$ cat src/rtl/ace_rd_arbiter.sv
// ace_rd_arbiter: shares the core's single ACE master port between IFU and LSU.
// The AR/R channels are arbitrated one read burst at a time. Write and snoop
// channels belong to the LSU alone, so the IFU copies of those are tied off.
module ace_rd_arbiter #(
    parameter int ARB_MODE     = 0,
    parameter int STARVE_LIMIT = 4,
    parameter int ADDR_W       = 32,
    parameter int ID_W         = 4,
    parameter int DATA_W       = 64,
    parameter int AW_PLD_W     = 64,
    parameter int W_PLD_W      = 73,
    parameter int B_PLD_W      = 6,
    parameter int AC_PLD_W     = 40,
    parameter int CR_PLD_W     = 5,
    parameter int CD_PLD_W     = 65
) (
    input  logic                clk,
    input  logic                rst,
    input  logic                ifu_arvalid,
    output logic                ifu_arready,
    input  logic [ADDR_W-1:0]   ifu_araddr,
    input  logic [ID_W-1:0]     ifu_arid,
    input  logic [7:0]          ifu_arlen,
    input  logic [2:0]          ifu_arsize,
    input  logic [1:0]          ifu_arburst,
    input  logic [3:0]          ifu_arsnoop,
    input  logic [1:0]          ifu_ardomain,
    output logic                ifu_rvalid,
    input  logic                ifu_rready,
    output logic [DATA_W-1:0]   ifu_rdata,
    output logic [ID_W-1:0]     ifu_rid,
    output logic [3:0]          ifu_rresp,
    output logic                ifu_rlast,
    input  logic                ifu_awvalid,
    output logic                ifu_awready,
    input  logic                ifu_wvalid,
    output logic                ifu_wready,
    output logic                ifu_bvalid,
    input  logic                ifu_bready,
    output logic                ifu_acvalid,
    input  logic                ifu_acready,
    input  logic                ifu_crvalid,
    output logic                ifu_crready,
    input  logic                ifu_cdvalid,
    output logic                ifu_cdready,
    input  logic                lsu_arvalid,
    output logic                lsu_arready,
    input  logic [ADDR_W-1:0]   lsu_araddr,
    input  logic [ID_W-1:0]     lsu_arid,
    input  logic [7:0]          lsu_arlen,
    input  logic [2:0]          lsu_arsize,
    input  logic [1:0]          lsu_arburst,
    input  logic [3:0]          lsu_arsnoop,
    input  logic [1:0]          lsu_ardomain,
    output logic                lsu_rvalid,
    input  logic                lsu_rready,
    output logic [DATA_W-1:0]   lsu_rdata,
    output logic [ID_W-1:0]     lsu_rid,
    output logic [3:0]          lsu_rresp,
    output logic                lsu_rlast,
    input  logic                lsu_awvalid,
    output logic                lsu_awready,
    input  logic [AW_PLD_W-1:0] lsu_aw_pld,
    input  logic                lsu_wvalid,
    output logic                lsu_wready,
    input  logic [W_PLD_W-1:0]  lsu_w_pld,
    output logic                lsu_bvalid,
    input  logic                lsu_bready,
    output logic [B_PLD_W-1:0]  lsu_b_pld,
    output logic                lsu_acvalid,
    input  logic                lsu_acready,
    output logic [AC_PLD_W-1:0] lsu_ac_pld,
    input  logic                lsu_crvalid,
    output logic                lsu_crready,
    input  logic [CR_PLD_W-1:0] lsu_cr_pld,
    input  logic                lsu_cdvalid,
    output logic                lsu_cdready,
    input  logic [CD_PLD_W-1:0] lsu_cd_pld,
    output logic                m_arvalid,
    input  logic                m_arready,
    output logic [ADDR_W-1:0]   m_araddr,
    output logic [ID_W-1:0]     m_arid,
    output logic [7:0]          m_arlen,
    output logic [2:0]          m_arsize,
    output logic [1:0]          m_arburst,
    output logic [3:0]          m_arsnoop,
    output logic [1:0]          m_ardomain,
    input  logic                m_rvalid,
    output logic                m_rready,
    input  logic [DATA_W-1:0]   m_rdata,
    input  logic [ID_W-1:0]     m_rid,
    input  logic [3:0]          m_rresp,
    input  logic                m_rlast,
    output logic                m_awvalid,
    input  logic                m_awready,
    output logic [AW_PLD_W-1:0] m_aw_pld,
    output logic                m_wvalid,
    input  logic                m_wready,
    output logic [W_PLD_W-1:0]  m_w_pld,
    input  logic                m_bvalid,
    output logic                m_bready,
    input  logic [B_PLD_W-1:0]  m_b_pld,
    input  logic                m_acvalid,
    output logic                m_acready,
    input  logic [AC_PLD_W-1:0] m_ac_pld,
    output logic                m_crvalid,
    input  logic                m_crready,
    output logic [CR_PLD_W-1:0] m_cr_pld,
    output logic                m_cdvalid,
    input  logic                m_cdready,
    output logic [CD_PLD_W-1:0] m_cd_pld,
    output logic                arb_err
);

    typedef enum logic [1:0] {IDLE, ADDR, DATA} state_e;

    localparam logic       OWN_IFU = 1'b0;
    localparam logic       OWN_LSU = 1'b1;
    localparam logic [3:0] LIMIT   = 4'(STARVE_LIMIT);

    state_e     state_q, state_d;
    logic       owner_q, owner_d;
    logic [3:0] starve_cnt_q, starve_cnt_d;
    logic       arb_err_q, arb_err_d;
    logic       grant_lsu;
    logic       unused_ifu_tieoff;

    // Arbiter state; after reset the LSU counts as last owner so the IFU wins the first tie
    always_ff @(posedge clk or negedge rst) begin
        if (!rst) begin
            state_q      <= IDLE;
            owner_q      <= OWN_LSU;
            starve_cnt_q <= '0;
            arb_err_q    <= 1'b0;
        end else begin
            state_q      <= state_d;
            owner_q      <= owner_d;
            starve_cnt_q <= starve_cnt_d;
            arb_err_q    <= arb_err_d;
        end
    end

    // Winner selection in IDLE, handshake-driven progress through ADDR and DATA
    always_comb begin
        state_d      = state_q;
        owner_d      = owner_q;
        starve_cnt_d = starve_cnt_q;
        arb_err_d    = arb_err_q;
        if (ARB_MODE == 1) begin
            grant_lsu = lsu_arvalid && !(ifu_arvalid && (starve_cnt_q == LIMIT));
        end else begin
            grant_lsu = lsu_arvalid && !(ifu_arvalid && (owner_q == OWN_LSU));
        end
        if (m_rvalid && (state_q != DATA)) begin
            arb_err_d = 1'b1;
        end
        case (state_q)
            IDLE: begin
                if (ifu_arvalid || lsu_arvalid) begin
                    state_d = ADDR;
                    owner_d = grant_lsu ? OWN_LSU : OWN_IFU;
                    if (ARB_MODE == 1) begin
                        if (grant_lsu && ifu_arvalid) begin
                            starve_cnt_d = (starve_cnt_q == LIMIT) ? LIMIT : starve_cnt_q + 4'd1;
                        end else begin
                            starve_cnt_d = '0;
                        end
                    end
                end
            end
            ADDR: begin
                if (m_arvalid && m_arready) begin
                    state_d = DATA;
                end
            end
            DATA: begin
                if (m_rvalid && m_rready && m_rlast) begin
                    state_d = IDLE;
                end
            end
            default: state_d = IDLE;
        endcase
    end

    // Steer handshakes to the owner only; payloads are muxed unconditionally and qualified by valid
    always_comb begin
        m_arvalid   = 1'b0;
        ifu_arready = 1'b0;
        lsu_arready = 1'b0;
        m_rready    = 1'b0;
        ifu_rvalid  = 1'b0;
        lsu_rvalid  = 1'b0;
        m_araddr    = owner_q ? lsu_araddr   : ifu_araddr;
        m_arid      = owner_q ? lsu_arid     : ifu_arid;
        m_arlen     = owner_q ? lsu_arlen    : ifu_arlen;
        m_arsize    = owner_q ? lsu_arsize   : ifu_arsize;
        m_arburst   = owner_q ? lsu_arburst  : ifu_arburst;
        m_arsnoop   = owner_q ? lsu_arsnoop  : ifu_arsnoop;
        m_ardomain  = owner_q ? lsu_ardomain : ifu_ardomain;
        case (state_q)
            ADDR: begin
                m_arvalid   = owner_q ? lsu_arvalid : ifu_arvalid;
                ifu_arready = (owner_q == OWN_IFU) && m_arready;
                lsu_arready = (owner_q == OWN_LSU) && m_arready;
            end
            DATA: begin
                m_rready   = owner_q ? lsu_rready : ifu_rready;
                ifu_rvalid = (owner_q == OWN_IFU) && m_rvalid;
                lsu_rvalid = (owner_q == OWN_LSU) && m_rvalid;
            end
            default: ;
        endcase
    end

    assign ifu_rdata = m_rdata;
    assign ifu_rid   = m_rid;
    assign ifu_rresp = m_rresp;
    assign ifu_rlast = m_rlast;
    assign lsu_rdata = m_rdata;
    assign lsu_rid   = m_rid;
    assign lsu_rresp = m_rresp;
    assign lsu_rlast = m_rlast;

    assign m_awvalid   = lsu_awvalid;
    assign lsu_awready = m_awready;
    assign m_aw_pld    = lsu_aw_pld;
    assign m_wvalid    = lsu_wvalid;
    assign lsu_wready  = m_wready;
    assign m_w_pld     = lsu_w_pld;
    assign lsu_bvalid  = m_bvalid;
    assign m_bready    = lsu_bready;
    assign lsu_b_pld   = m_b_pld;
    assign lsu_acvalid = m_acvalid;
    assign m_acready   = lsu_acready;
    assign lsu_ac_pld  = m_ac_pld;
    assign m_crvalid   = lsu_crvalid;
    assign lsu_crready = m_crready;
    assign m_cr_pld    = lsu_cr_pld;
    assign m_cdvalid   = lsu_cdvalid;
    assign lsu_cdready = m_cdready;
    assign m_cd_pld    = lsu_cd_pld;

    assign ifu_awready = 1'b0;
    assign ifu_wready  = 1'b0;
    assign ifu_bvalid  = 1'b0;
    assign ifu_acvalid = 1'b0;
    assign ifu_crready = 1'b0;
    assign ifu_cdready = 1'b0;

    // The IFU never writes or answers snoops, so its requests on those channels go nowhere
    assign unused_ifu_tieoff = ^{ifu_awvalid, ifu_wvalid, ifu_bready, ifu_acready, ifu_crvalid, ifu_cdvalid};

    assign arb_err = arb_err_q;

endmodule

$ cat config.mk
export PLATFORM = sky130hd
export DESIGN_NAME = ace_rd_arbiter
export DESIGN_NICKNAME = d
export VERILOG_FILES = /design/src/rtl/ace_rd_arbiter.sv
export SDC_FILE = /design/constraint.sdc
export NUM_CORES = 1
export LEC_CHECK = 0
export CORE_AREA = 2 2 367 369
export CTS_CLUSTER_DIAMETER = 50
export DETAILED_ROUTE_END_ITERATION = 7
export DIE_AREA = 0 0 369 371
export GPL_TIMING_DRIVEN = 0
export MAX_ROUTING_LAYER = met4
export SLEW_MARGIN = 20
export SYNTH_ARGS = -nofsm -noshare
export SYNTH_HDL_FRONTEND = slang
export SYNTH_SLANG_ARGS = --single-unit
$ cat constraint.sdc
create_clock -name clk -period 1.7 [get_ports clk]
set_input_delay 0.255 -clock clk [delete_from_list [all_inputs] [get_ports clk]]
set_output_delay 0.255 -clock clk [all_outputs]
set_load 0.005 [all_outputs]
==> impl_results.md, run 1 <==
* Arr. time, crit path at 1720 ps
* WL met1 at 33,300 um
* Reg2reg start: owner_q
* Failing checks: negative setup slack
* Core ar. at 133,000 um2
* Max FO, Critical Path at 7
* Worst skew pair latency at 230 ps
* CTS Sinks at 4
* Pwr dens at 564 nW/um2
* Clock-pin slew on the worst setup and hold paths at 30 ps
* Total GRT Usage at 12.1%
* Register share of total power at 2.9%
* Logic gate share of total power at 91.7%
* Final period util at 116%
* Met2 wire len at 38,800 um
* Int Pwr at 0.00433 W
* Pwr Total at 0.00731 W
* Aggregate global routing overflow at 0
* Max cap viols at 0
* Switching pwr at 0.00297 W
* Max clock buf depth at 2
* Area growth from synthesis to layout at 221%
* CP endpoint kind: primary output
* R2R setup slack at 50 ps
* CTS tree: built
* Initial core utilization at 3.04%
* VDD IR max at 483 uV
* Initial antenna violation count at 111
* Fillers at 15,400
* DR WL/cell at 29.2 um
* Port Buf Inserts at 591
* Yosys Warn Count at 0
* Reg2Reg Capture Point: state_q[0]
* Worst R2R Path Depth at 5
* CTS Buf Count at 3
* Area after DPL at 12,200 um2
* Share of layout cells above drive strength 1 at 50.8%
* Hold Slack at 239 ps
* CP startpoint kind: flop
* Root buf cell: clkbuf_16
* Pre-CTS WS at -766 ps
* Worst EP required at 1440 ps
* Top cells by area, synth: buf_4 (78%), mux2_2 (15%), dfrtp_1 (1.9%)
* Die Ht at 371 um
* Setup violators final at 61
* Number of synthesized register bits at 4
* Htree depth at 1
* Nets at 1,582
* Global-route wire length before repair at 95,500 um
* Mean Syn Cell Area at 8.01 um2
* Maximum number of pins on one net before global-route repair at 11
* DR iter-0 viols at 149
* Leakage power at 5.18 nW
* DRC viols at 0
* Most frequent cells in the layout: clkdlybuf4s50_1 (529), buf_4 (428), buf_6 (48)
* Final ANT Viol Nets at 0
* Vias at 5,684
* Final instance area at 13,000 um2
* Final worst setup slack at -272 ps
* Total die area at 137,000 um2
* Sw Ratio at 40.7%
* Status: finished, violations left
* GPL Wtd Cong at 0.981
* Yosys cell types at 21
* Met3 WL at 13,600 um
* Top layer in use: met4
* Post-DP HPWL at 83,100 um
* Num ports at 941
* HP Class: input pin to asynchronous set/reset pin
* CP startpoint: owner_q
* Fmax at 507 MHz
* Clock Skew at 4.15 ps
* Hold buffers post-CTS at 0
* Register area share after synthesis at 2.51%
* Max Slew Vio Count at 0
* Pre-antenna DRT Iters at 4
* Vias/cell at 1.92
* Area of the multi-input gates at 978 um2
* Clock share of power at 5.4%
* Final Hold Viols at 0
* RSZ-0062 raised after global routing: yes
* FF/Latch Area at 101 um2
* Tmin final at 1970 ps
* Die Width at 369 um
* Detailed Route WL at 86,300 um
* Setup CP Type: flop to primary output
* Leading cell type in the layout, fill and taps excluded: clkdlybuf4s50_1
* Vias in the first global route at 5,494
* Setup_tns at -13,150 ps
* Top-area cell type share of the netlist area at 77.5%
* Syn Inst Count at 504
* Biggest area consumer among synthesized cells: buf_4
* Synth Cell Area at 4040 um2
* # rows at 134
## flip-flops by register name, indices dropped and copies added, names as in the netlist
signal / count
state_q: 2
arb_err: 1
owner_q: 1
## power by group through the flow
stage,sequential (W),clock (W),combinational (W)
after global placement,0.000178,0,0.00574
final,0.000210,0.000395,0.00670
after detailed placement,0.000180,0,0.00572
after floorplan,0.000171,0,0.00183
after CTS,0.000192,0.000401,0.00603
after global routing,0.000213,0.000412,0.00713
## synth_stat cells
cell type and n:
a31oi_1 1, a311oi_2 1, nand2b_1 2, o22ai_1 1, buf_4 417, buf_6 1
nor3_1 1, mux2i_1 1, nor2b_1 1, conb_1 1, a21oi_1 1, nor2_1 3
a21o_1 1, and4b_1 2, mux2_4 1, nor3b_1 2, nand2_1 2, buf_2 6
mux2_2 55, dfstp_2 1, dfrtp_1 3
## how the worst max path moves through the flow
stage                         to  cells past startpoint  slack (ps)
floorplan            m_araddr[0]                      3         270
global placement      m_arlen[0]                      4        -760
detailed placement    m_arlen[0]                      4        -770
CTS                    m_arid[1]                      4        -320
global route        m_araddr[26]                      4        -310
finish                 m_arvalid                      5        -270
## metrics by stage
| step | utilization [%] | cells |
|---|---|---|
| floorplan | - | 509 |
| global placement | 9.18 | 2868 |
| detailed placement | 9.18 | 2868 |
| CTS | 9.28 | 2875 |
| global route | 9.74 | 2946 |
| finish | 9.76 | 2960 |
## area by class of cell
type	instances	share of cell area [%]
repair buffers	607	47.5
plain buffers	423	25.1
well taps	1768	17.1
multi-input cells	81	7.55
diodes	73	1.41
flip-flops and latches	4	0.782
clock buffers	4	0.608
## worst max-delay path, cell delays in order (launching register included)
cell	delay, ps
dfstp_2	580
buf_12	200
buf_6	120
mux2_4	310
nor2b_4	150
buf_6	130
## repair_timing
action	4_1_cts	5_1_grt
gates cloned	0	4
hold endpoints to repair	0	0
pin swaps	0	3
buffers inserted	3	9
gates resized for setup	377	101
setup endpoints to repair	63	60
## cell families (layout without fill, tap and decap cells)
kind of cell | count (synthesis) | count (layout) | share of synthesized area, %
buffers and inverters | 424 | 1034 | 78.5
DFF | 4 | 4 | 2.51
muxes | 57 | 57 | 16.0
other | 1 | 79 | 0.0928
AOI/OAI and AO/OA | 5 | 5 | 0.991
and+or+nand+nor | 13 | 13 | 1.92
## per-layer routing
| metal | track usage (%) | vias to the layer above |
|---|---|---|
| met1 | 13.9 | 2561 |
| met2 | 18.8 | 562 |
| met5 | - | - |
| met4 | 0.675 | 0 |
| met3 | 7.31 | 47 |
| li1 | - | 2514 |
Power figures use the tool's default switching activity.
==> run 2, diff against run 1 <==
GPL_TIMING_DRIVEN = default   (was 0)
==> run 2 against run 1 <==
  * The run still ends with negative setup slack left
  * Clock power rose by 11%
  * Critical endpoint is now m_arsize[0]
  * Sequential share of layout area rose by 1.0 points
  * Design area fell by 56%
  * Largest cell class unchanged
==> impl_results.md, run 2 (same netlist as run 1, synthesis figures left out) <==
* Status: finished, violations left
* Failing checks: negative setup slack
* Num ports at 941 (unchanged)
* Cell family with most CP delay: flip-flops
* Initial core utilization at 3.04% (unchanged)
* Initial antenna violation count at 9 (-92%)
* Tmin final at 2070 ps (+99.6 ps)
* Leakage power at 1.70 nW (-67%)
* Fmax at 483 MHz (-4.8%)
* Nets at 765 (-52%)
* Pwr dens at 964 nW/um2 (+71%)
* FF/Latch Area at 105 um2 (+3.7%)
* Setup_tns at -15,080 ps (-1930 ps)
* Max FO, Critical Path at 7 (unchanged)
* Aggregate global routing overflow at 0 (unchanged)
* Root buf cell: clkbuf_16
* DR WL/cell at 42.1 um (+44%)
* Top reg by flops: state_q
* Max cap viols at 0 (unchanged)
* # rows at 134 (unchanged)
* Worst-Margin Slew at 680 ps
* Inst Count DP at 2,052 (-28%)
* DR iter-0 viols at 116 (-22%)
* Detailed Route WL at 87,200 um (+1.0%)
* Global-route wire length before repair at 92,700 um (-3.0%)
* Final worst setup slack at -371 ps (-99.6 ps)
* Pwr Total at 0.00555 W (-24%)
* Max Slew Vio Count at 0 (unchanged)
* Fin cells at 2,073 (-30%)
* Post-DP HPWL at 83,800 um (+0.91%)
* Pre-CTS WS at -270 ps (+496 ps)
* Pre-antenna DRT Iters at 4 (unchanged)
* HP Class: input pin to asynchronous set/reset pin
* Max FFs per register at 2 (unchanged)
* Leading cell type in the layout, fill and taps excluded: clkdlybuf4s50_1
* CTS Buf Count at 3 (unchanged)
* Buf/Inv on CP at 4 (+1)
* Arr. time, crit path at 1820 ps (+100 ps)
* Final period util at 122% (+5.9 points)
* Worst EP required at 1440 ps (about the same)
* Share of layout cells above drive strength 1 at 52.3% (+1.6 points)
* Max clock buf depth at 2 (unchanged)
* Maximum number of pins on one net before global-route repair at 11 (unchanged)
* Fillers at 15,800 (+2.6%)
* Final ANT Viol Nets at 0 (unchanged)
* Die Width at 369 um (unchanged)
* Final Hold Viols at 0 (unchanged)
* Area growth from synthesis to layout at 42.5%
* RSZ-0062 raised after global routing: yes
* Relative slew slack at 54.3%
* Clock Skew at 18.0 ps (+13.8 ps)
* Hold buffers post-CTS at 0 (unchanged)
* Die Ht at 371 um (unchanged)
* Area of the multi-input gates at 1020 um2 (+4.6%)
* Most frequent cells in the layout: clkdlybuf4s50_1 (119), mux2_4 (54), buf_6 (43)
* Core ar. at 133,000 um2 (unchanged)
* CP startpoint kind: flop
* VDD IR max at 265 uV (-45%)
* Worst path max stage delay at 680 ps (+100 ps)
* GPL Wtd Cong at 0.851 (-13%)
* Port Buf Inserts at 182 (-69%)
* Crit path max-delay cell type: dfstp_4
* Vias at 2,563 (-55%)
* Setup violators final at 59 (-3.3%)
* Vias in the first global route at 2,604 (-53%)
* DRC viols at 0 (unchanged)
* Htree depth at 1 (unchanged)
* CTS tree: built
* Worst skew pair latency at 250 ps (+20 ps)
* Area after DPL at 5020 um2 (-59%)
* CP Cell Sequence: buf_12 > buf_12 > buf_8 > mux2_4 > buf_8
* Total die area at 137,000 um2 (unchanged)
* Final instance area at 5750 um2 (-56%)
* Total GRT Usage at 12.5% (+0.35 points)
* Vias/cell at 1.24 (-36%)
* CP endpoint kind: primary output
* Setup CP Type: flop to primary output
* Clock-pin slew on the worst setup and hold paths at 50 ps (+20 ps)
* CTS Sinks at 4 (unchanged)
-- run 2: changes by cell type in the layout (fill, tap and decap cells not counted), sizes merged --
cell / change
buf: -408
diode: -70
clkdlybuf4s50: -410
dlymetal6s2s: +1
-- run 2: through the flow --
stage / hold WS, ps / utilization (%)
2_1_floorplan: -40.6 / -
3_3_place_gp: 450 / 3.78
3_5_place_dp: 448 / 3.78
4_1_cts: 294 / 4.31
5_1_grt: 296 / 4.33
6_report: 258 / 4.33
-- run 2: layer usage --
layer	wire length [um]	part of all wire, %	GRT usage (%)	vias up
met5	0	0	-	-
met4	1320	1.5	1.81	0
met3	34600	40	22.6	66
met2	38100	44	18.7	800
met1	13200	15	5.36	939
li1	-	-	-	758
-- run 2: timing repair --
item | 4_1_cts | 5_1_grt
buffers inserted | 13 | 2
cloned | 2 | 1
gates resized for setup | 210 | 29
endpoints found under the setup margin | 62 | 62
pin swaps | 2 | 4
-- run 2: layout make-up --
class	count	area share (%)
clock buffers	4	1.37
diodes	3	0.130
multi-input cells	81	17.8
repair buffers	213	40.4
well taps	1768	38.4
flip-flops and latches	4	1.83
-- run 2: worst paths after layout --
check | startpoint | endpoint | slack (ps) | depth (start not counted)
setup / recovery | owner_q | m_arsize[0] | -370 | 5
hold / removal | rst | state_q[0] | 260 | 1
setup reg to reg | owner_q | state_q[0] | 50 | 4
hold reg to reg | arb_err | arb_err | 450 | 1
max in group asynchronous | rst | owner_q | 1160 | 1
min in group clk | arb_err | arb_err | 450 | 1
-- run 2: report_power, final --
part / switching, W / internal, W
Combinational: 0.00218 / 0.00273
Sequential: 0.0000536 / 0.000148
Clock: 0.000122 / 0.000315
